<file path="config.mk">
export PLATFORM = sky130hd
export DESIGN_NAME = hcsr04_echo_emulator
export DESIGN_NICKNAME = d
export VERILOG_FILES = /design/src/rtl/hcsr04_echo_emulator.sv
export SDC_FILE = /design/constraint.sdc
export NUM_CORES = 1
export LEC_CHECK = 0
export CAP_MARGIN = 30
export CORE_ASPECT_RATIO = 0.7
export CORE_UTILIZATION = 25
export CTS_CLUSTER_DIAMETER = 50
export DETAILED_ROUTE_END_ITERATION = 10
export SYNTH_ARGS = -nofsm -noshare
export SYNTH_HDL_FRONTEND = slang
export SYNTH_SLANG_ARGS = --single-unit
</file>
<file path="constraint.sdc">
create_clock -name clk -period 3.5 [get_ports clk]
set_input_delay 0.7 -clock clk [delete_from_list [all_inputs] [get_ports clk]]
set_output_delay 0.7 -clock clk [all_outputs]
set_load 0.1 [all_outputs]
</file>
<file path="src/rtl/hcsr04_echo_emulator.sv">
// -----------------------------------------------------------------------------
// hcsr04_echo_emulator
// Synthesisable stand-in for the responder end of an HC-SR04 ultrasonic
// ranging module. It watches the trigger line and checks that the trigger is
// wide enough. It then waits the burst delay and drives echo high for a width
// set by distance_mm. A sensor controller can therefore run in simulation or in
// on-board loopback without the real part.
//
// Optional feature macro: HCSR04_EMU_HOLDOFF_EN
//   defined   : after echo falls, stay busy for HOLDOFF_CYCLES. Triggers there
//               are ignored, and every rising edge pulses trig_err.
//   undefined : ECHO returns straight to IDLE on the cycle echo falls.
//
// Ports
//   clk          in   system clock (50 MHz nominal)
//   rst_n        in   asynchronous active-low reset
//   trigger      in   trigger from controller, asynchronous, synchronised here
//   distance_mm  in   target distance in mm, latched at accepted trigger fall
//   echo         out  registered echo pulse
//   busy         out  high whenever the FSM is not in IDLE
//   trig_err     out  one-cycle pulse on a rejected (short / holdoff) trigger
// -----------------------------------------------------------------------------
module hcsr04_echo_emulator #(
  parameter int unsigned CYCLES_PER_MM   = 294,
  parameter int unsigned TRIG_MIN_CYCLES = 500,
  parameter int unsigned BURST_CYCLES    = 10000,
  parameter int unsigned MAX_MM          = 4000,
  parameter int unsigned NO_OBJ_CYCLES   = 1900000,
  parameter int unsigned HOLDOFF_CYCLES  = 3000000
) (
  input  logic        clk,
  input  logic        rst_n,
  input  logic        trigger,
  input  logic [15:0] distance_mm,
  output logic        echo,
  output logic        busy,
  output logic        trig_err
);

`ifdef HCSR04_EMU_HOLDOFF_EN
  localparam bit HOLDOFF_EN = 1'b1;
`else
  localparam bit HOLDOFF_EN = 1'b0;
`endif

  localparam logic [31:0] CPM_W      = 32'(CYCLES_PER_MM);
  localparam logic [31:0] TRIG_MIN_W = 32'(TRIG_MIN_CYCLES);
  localparam logic [31:0] BURST_W    = 32'(BURST_CYCLES);
  localparam logic [15:0] MAX_MM_W   = 16'(MAX_MM);
  localparam logic [31:0] NO_OBJ_W   = 32'(NO_OBJ_CYCLES);
  localparam logic [31:0] HOLDOFF_W  = 32'(HOLDOFF_CYCLES);

  typedef enum logic [2:0] {
    S_IDLE,
    S_TRIG_HI,
    S_BURST,
    S_ECHO,
    S_HOLDOFF
  } state_e;

  state_e      state_q, state_d;
  logic [31:0] cnt_q, cnt_d;       // shared: trigger width / burst / echo / holdoff
  logic [31:0] width_q, width_d;   // echo width latched at accepted trigger fall
  logic        echo_q, echo_d;
  logic        trig_err_q, trig_err_d;

  // Two-flop synchroniser plus one history flop used for edge detection.
  logic        trig_s1_q, trig_s2_q, trig_prev_q;
  logic        trig_rise, trig_fall;
  logic [31:0] dist_width;

  always_ff @(posedge clk or negedge rst_n) begin
    if (!rst_n) begin
      trig_s1_q   <= 1'b0;
      trig_s2_q   <= 1'b0;
      trig_prev_q <= 1'b0;
    end else begin
      trig_s1_q   <= trigger;
      trig_s2_q   <= trig_s1_q;
      trig_prev_q <= trig_s2_q;
    end
  end

  assign trig_rise = trig_s2_q & ~trig_prev_q;
  assign trig_fall = ~trig_s2_q & trig_prev_q;

  // Max in-range product is MAX_MM*CYCLES_PER_MM (1,176,000 by default), so
  // the product fits in 32 bits.
  assign dist_width = ((distance_mm == 16'd0) || (distance_mm > MAX_MM_W))
                      ? NO_OBJ_W
                      : 32'(distance_mm) * CPM_W;

  always_ff @(posedge clk or negedge rst_n) begin
    if (!rst_n) begin
      state_q    <= S_IDLE;
      cnt_q      <= '0;
      width_q    <= '0;
      echo_q     <= 1'b0;
      trig_err_q <= 1'b0;
    end else begin
      state_q    <= state_d;
      cnt_q      <= cnt_d;
      width_q    <= width_d;
      echo_q     <= echo_d;
      trig_err_q <= trig_err_d;
    end
  end

  always_comb begin
    state_d    = state_q;
    cnt_d      = cnt_q;
    width_d    = width_q;
    echo_d     = 1'b0;
    trig_err_d = 1'b0;
    case (state_q)
      S_IDLE: begin
        // Only a fresh rising edge starts a measurement. A trigger that is
        // still high when the FSM returns here is ignored until it toggles.
        if (trig_rise) begin
          state_d = S_TRIG_HI;
          cnt_d   = 32'd1;
        end
      end
      S_TRIG_HI: begin
        if (trig_fall) begin
          cnt_d = '0;
          if (cnt_q >= TRIG_MIN_W) begin
            width_d = dist_width;
            state_d = S_BURST;
          end else begin
            trig_err_d = 1'b1;
            state_d    = S_IDLE;
          end
        end else if (cnt_q < TRIG_MIN_W) begin
          // Saturate so that a very long trigger cannot wrap back to short.
          cnt_d = cnt_q + 32'd1;
        end
      end
      S_BURST: begin
        // Stay here for BURST_CYCLES counted cycles. echo rises on the cycle
        // after the count completes, which keeps the trigger-to-echo latency
        // fixed.
        if (cnt_q >= BURST_W) begin
          state_d = S_ECHO;
          cnt_d   = 32'd1;
          echo_d  = 1'b1;
        end else begin
          cnt_d = cnt_q + 32'd1;
        end
      end
      S_ECHO: begin
        // cnt_q is the number of echo-high cycles already driven.
        if (cnt_q >= width_q) begin
          cnt_d   = '0;
          state_d = HOLDOFF_EN ? S_HOLDOFF : S_IDLE;
        end else begin
          cnt_d  = cnt_q + 32'd1;
          echo_d = 1'b1;
        end
      end
      S_HOLDOFF: begin
        trig_err_d = trig_rise;
        if (cnt_q + 32'd1 >= HOLDOFF_W) begin
          cnt_d   = '0;
          state_d = S_IDLE;
        end else begin
          cnt_d = cnt_q + 32'd1;
        end
      end
      default: begin
        cnt_d   = '0;
        state_d = S_IDLE;
      end
    endcase
  end

  assign echo     = echo_q;
  assign busy     = (state_q != S_IDLE);
  assign trig_err = trig_err_q;

endmodule

</file>
==> implementation parameters <==
Parameter                              Value

Power
  Net switching component of the power ... 1.184 mW
  Leakage power figure ... 3.862 nW
  Portion of total power attributed to the clock network ... 24.1%
  Worst voltage drop across the vdd grid ... 0.1981 mV
  Sequential share of power ... 23.3%
  Power after layout ... 3.416 mW
  Proportion of total power due to net switching ... 34.67%
  Internal power of the cells ... 2.232 mW
  Share of total power in combinational logic ... 52.5%
  Power density over the cells ... 436.7 nW/um^2

Setup path
  Slack of the worst reg-to-reg path ... 0.56 ns
  Depth of the worst register-to-register path ... 6
  Type of the worst setup path ... input pin to flop
  Kind of end point of the critical path ... flop
  Signal arrival time at the worst endpoint ... 4.10 ns
  Launch point of the worst path ... distance_mm[4]
  Crit Reg-Reg Startpoint ... cnt_q[14]
  Crit path max fanout ... 3
  Sort of element at the start of the critical path ... input pin
  Critical path capture point ... width_q[24]
  Destination of the worst register-to-register timing path ... width_q[21]
  Worst endpoint required time ... 3.71 ns

Yosys
  Synth top area cells ... sky130_fd_sc_hd__dfrtp_1, sky130_fd_sc_hd__ha_1, sky130_fd_sc_hd__fa_1
  Ys async rst share ... 100.0%
  Number of synthesized register bits ... 63
  Top cell type by total area after synthesis ... sky130_fd_sc_hd__dfrtp_1
  Unique masters post-synth ... 60
  Warning count from the yosys run ... 0
  Synthesized netlist cell count ... 639
  Most used flip-flop cell after synthesis ... sky130_fd_sc_hd__dfrtp_1
  Most common cell in the netlist ... sky130_fd_sc_hd__inv_1
  Share of synthesized area occupied by flip-flops and latches ... 27.06%
  Post-synth top cells ... sky130_fd_sc_hd__inv_1, sky130_fd_sc_hd__ha_1, sky130_fd_sc_hd__dfrtp_1
  Nets in the synthesized netlist ... 781
  Number of enable flip-flop cells after synthesis ... 0
  Post-synth design cell area ... 5826 um^2
  Share of the synthesized area in the top cell type ... 27.06%
  Avg Cell Area, Syn ... 9.117 um^2

Drt
  Detailed router's first-iteration violation count ... 244
  Routed Antenna Nets ... 0
  Total Wirelength ... 13660 um
  Remaining design rule violation count ... 0
  Pre-antenna DRT Iters ... 4
  DR WL/cell ... 12.90 um
  Average via count per standard cell ... 4.485
  Count of vias placed by the detailed router ... 4750

Placed design
  Port Buf Inserts ... 21
  Final weighted congestion in routability-driven placement ... 0.8431
  Final HPWL DP ... 10810 um
  DP Cell Count ... 1034

Clock tree
  CTS Buffer Depth ... 2
  CTS Root Cell ... sky130_fd_sc_hd__clkbuf_16
  Sink Count ... 63
  Clock tree from TritonCTS ... built
  Number of CTS-inserted buffers ... 9
  Worst-Skew Late Latency ... 0.33 ns
  CTS clock-pin slew for the worst setup and hold paths ... 0.05 ns
  H-tree levels ... 3

Die
  Placeable core area ... 22730 um^2
  Placement Rows ... 46
  Y dimension of the die ... 129.7 um
  DIE AREA ... 23930 um^2
  Effective utilization at floorplan ... 25.62%
  Die width ... 184.5 um
  I/O pins ... 22

STA
  Period Utilization, post-route ... 111.0%
  RSZ-0062 raised after global routing ... true
  Final setup vio count ... 12
  Worst slew margin ... 34.31%
  Number of max-slew violations in the final report ... 0
  Worst-margin pin slew ... 0.9823 ns
  Slack of the critical path ... -0.3859 ns
  Summed negative setup slack over all endpoints ... -2.345 ns
  Number of hold violations in the final report ... 0
  Fmax ... 257.3 MHz
  Final setup skew ... 0.003752 ns
  Post-route minimum period ... 3.886 ns

Run
  Max capacitance violation total ... 0

Layout
  Area delta synth->final ... 34.28%
  FF+latch area ... 1577 um^2
  Filler-free cell count of the finished design ... 1059
  Number of fill cells in the layout ... 2292
  Share of cells above drive strength 1 ... 26.77%
  Nets ... 884
  Multi-input gate area ... 4294 um^2
  ANT cells ... 0
  Final cell utilization of the core ... 34.41%

Global routing
  Gr usage total ... 12.12%
  Overflow left after global routing ... 0
  Initial antenna violation count ... 0
  Vias in the first global route ... 4553
  Global-route wire length before repair ... 22680 um
  Largest net degree at the start of global routing ... 32

Outcome
  Status ... finished with violations
  Violations in the final reports ... negative setup slack

Hold path
  Path class of the lowest-slack min-delay path ... input pin to asynchronous set/reset pin
==> cells by family (layout without fill, tap and decap cells) <==
logic type	after synthesis	after routing	share of synthesized area, %
AOI/OAI and AO/OA	115	115	14.00
xor gates and xnor gates	38	38	5.713
adders and majority gates	124	124	29.42
buffers and inverters	123	231	8.076
DFF	63	63	27.06
muxes	2	2	0.3437
and+or+nand+nor	174	174	15.38
==> stage by stage <==
stage          hold WS [ns]  setup slack (ns)  cell area [um^2]
6_report             0.3262           -0.3859              7823
5_1_grt              0.3529           -0.4787              7823
4_1_cts              0.3354           -0.5829              7631
3_5_place_dp         0.3401            -1.341              7169
3_3_place_gp         0.3356            -1.279              7169
2_1_floorplan        0.3312           -0.4380              6058
==> area by class of cell <==
type / count / share of cell area [%]
Clock buffer: 16 / 3.471
Tap cell: 312 / 4.990
Sequential cell: 63 / 20.15
Multi-Input combinational cell: 453 / 54.89
Timing Repair Buffer: 105 / 11.15
Inverter: 110 / 5.342
==> worst min path at each step <==
stage / from / end / depth (start not counted)
floorplan: trig_s1_q / trig_s2_q / 0
global placement: trig_s1_q / trig_s2_q / 0
detailed placement: trig_s1_q / trig_s2_q / 0
CTS: rst_n / cnt_q[21] / 1
global route: rst_n / cnt_q[22] / 1
finish: rst_n / cnt_q[21] / 1
==> flip-flops by register name, summed over array words and instances (netlist names) <==
name / count
echo: 1
state_q: 2
trig_err: 1
trig_s1_q: 1
trig_prev_q: 1
width_q: 24
trig_s2_q: 1
cnt_q: 32
==> cells in the final DEF, fill, tap and decap left out, types with 9 or more instances in the layout <==
| cell | synthesis | routed |
|---|---|---|
| sky130_fd_sc_hd__buf_4 | 0 | 74 |
| sky130_fd_sc_hd__nand2_1 | 34 | 34 |
| sky130_fd_sc_hd__ha_4 | 0 | 27 |
| sky130_fd_sc_hd__buf_6 | 1 | 18 |
| sky130_fd_sc_hd__nand4_1 | 16 | 16 |
| sky130_fd_sc_hd__nand3_1 | 14 | 13 |
| sky130_fd_sc_hd__xnor2_1 | 18 | 17 |
| sky130_fd_sc_hd__a21oi_1 | 24 | 20 |
| sky130_fd_sc_hd__a21o_1 | 15 | 15 |
| sky130_fd_sc_hd__inv_2 | 0 | 21 |
| sky130_fd_sc_hd__nor2b_1 | 9 | 9 |
| sky130_fd_sc_hd__dfrtp_1 | 63 | 63 |
| sky130_fd_sc_hd__xor2_1 | 20 | 20 |
| sky130_fd_sc_hd__fa_1 | 22 | 22 |
| sky130_fd_sc_hd__inv_1 | 110 | 88 |
| sky130_fd_sc_hd__ha_1 | 101 | 71 |
| sky130_fd_sc_hd__o21ai_0 | 18 | 16 |
| sky130_fd_sc_hd__clkbuf_16 | 0 | 9 |
| sky130_fd_sc_hd__nor2_1 | 50 | 49 |
==> power groups by stage <==
stage | registers (mW) | clock network (mW) | logic, mW
2_1_floorplan | 0.803 | 0 | 0.973
3_3_place_gp | 0.808 | 0 | 1.47
3_5_place_dp | 0.809 | 0 | 1.48
4_1_cts | 0.797 | 0.843 | 1.65
5_1_grt | 0.803 | 0.888 | 1.99
6_report | 0.797 | 0.824 | 1.79
==> timing repair <==
item | in CTS | in global routing
setup buffers | 8 | 6
endpoints found under the setup margin | 16 | 14
pin swaps | 49 | 47
hold buffers | 0 | 0
gates resized for setup | 112 | 50
==> routing by layer <==
layer  track usage (%)  part of all wire [%]  vias to the layer above
met4             2.500                  0.82                        0
met3             2.847                   2.9                       12
met5                 0                     0                        -
met1             18.54                    55                     2293
met2             16.94                    41                       56
li1                  -                     -                     2389
==> critical path, stage by stage <==
cell	delay, ns
sky130_fd_sc_hd__buf_8	0.10
sky130_fd_sc_hd__buf_6	0.11
sky130_fd_sc_hd__ha_4	0.25
sky130_fd_sc_hd__inv_2	0.03
sky130_fd_sc_hd__fa_1	0.44
sky130_fd_sc_hd__fa_1	0.50
sky130_fd_sc_hd__inv_2	0.04
sky130_fd_sc_hd__ha_4	0.14
sky130_fd_sc_hd__or3_4	0.38
sky130_fd_sc_hd__o221a_4	0.30
sky130_fd_sc_hd__a21bo_4	0.23
sky130_fd_sc_hd__a2111oi_4	0.34
sky130_fd_sc_hd__o31ai_2	0.12
sky130_fd_sc_hd__a2111oi_2	0.30
sky130_fd_sc_hd__nor2_1	0.08
Note: power is estimated with default switching activity, not from simulation.
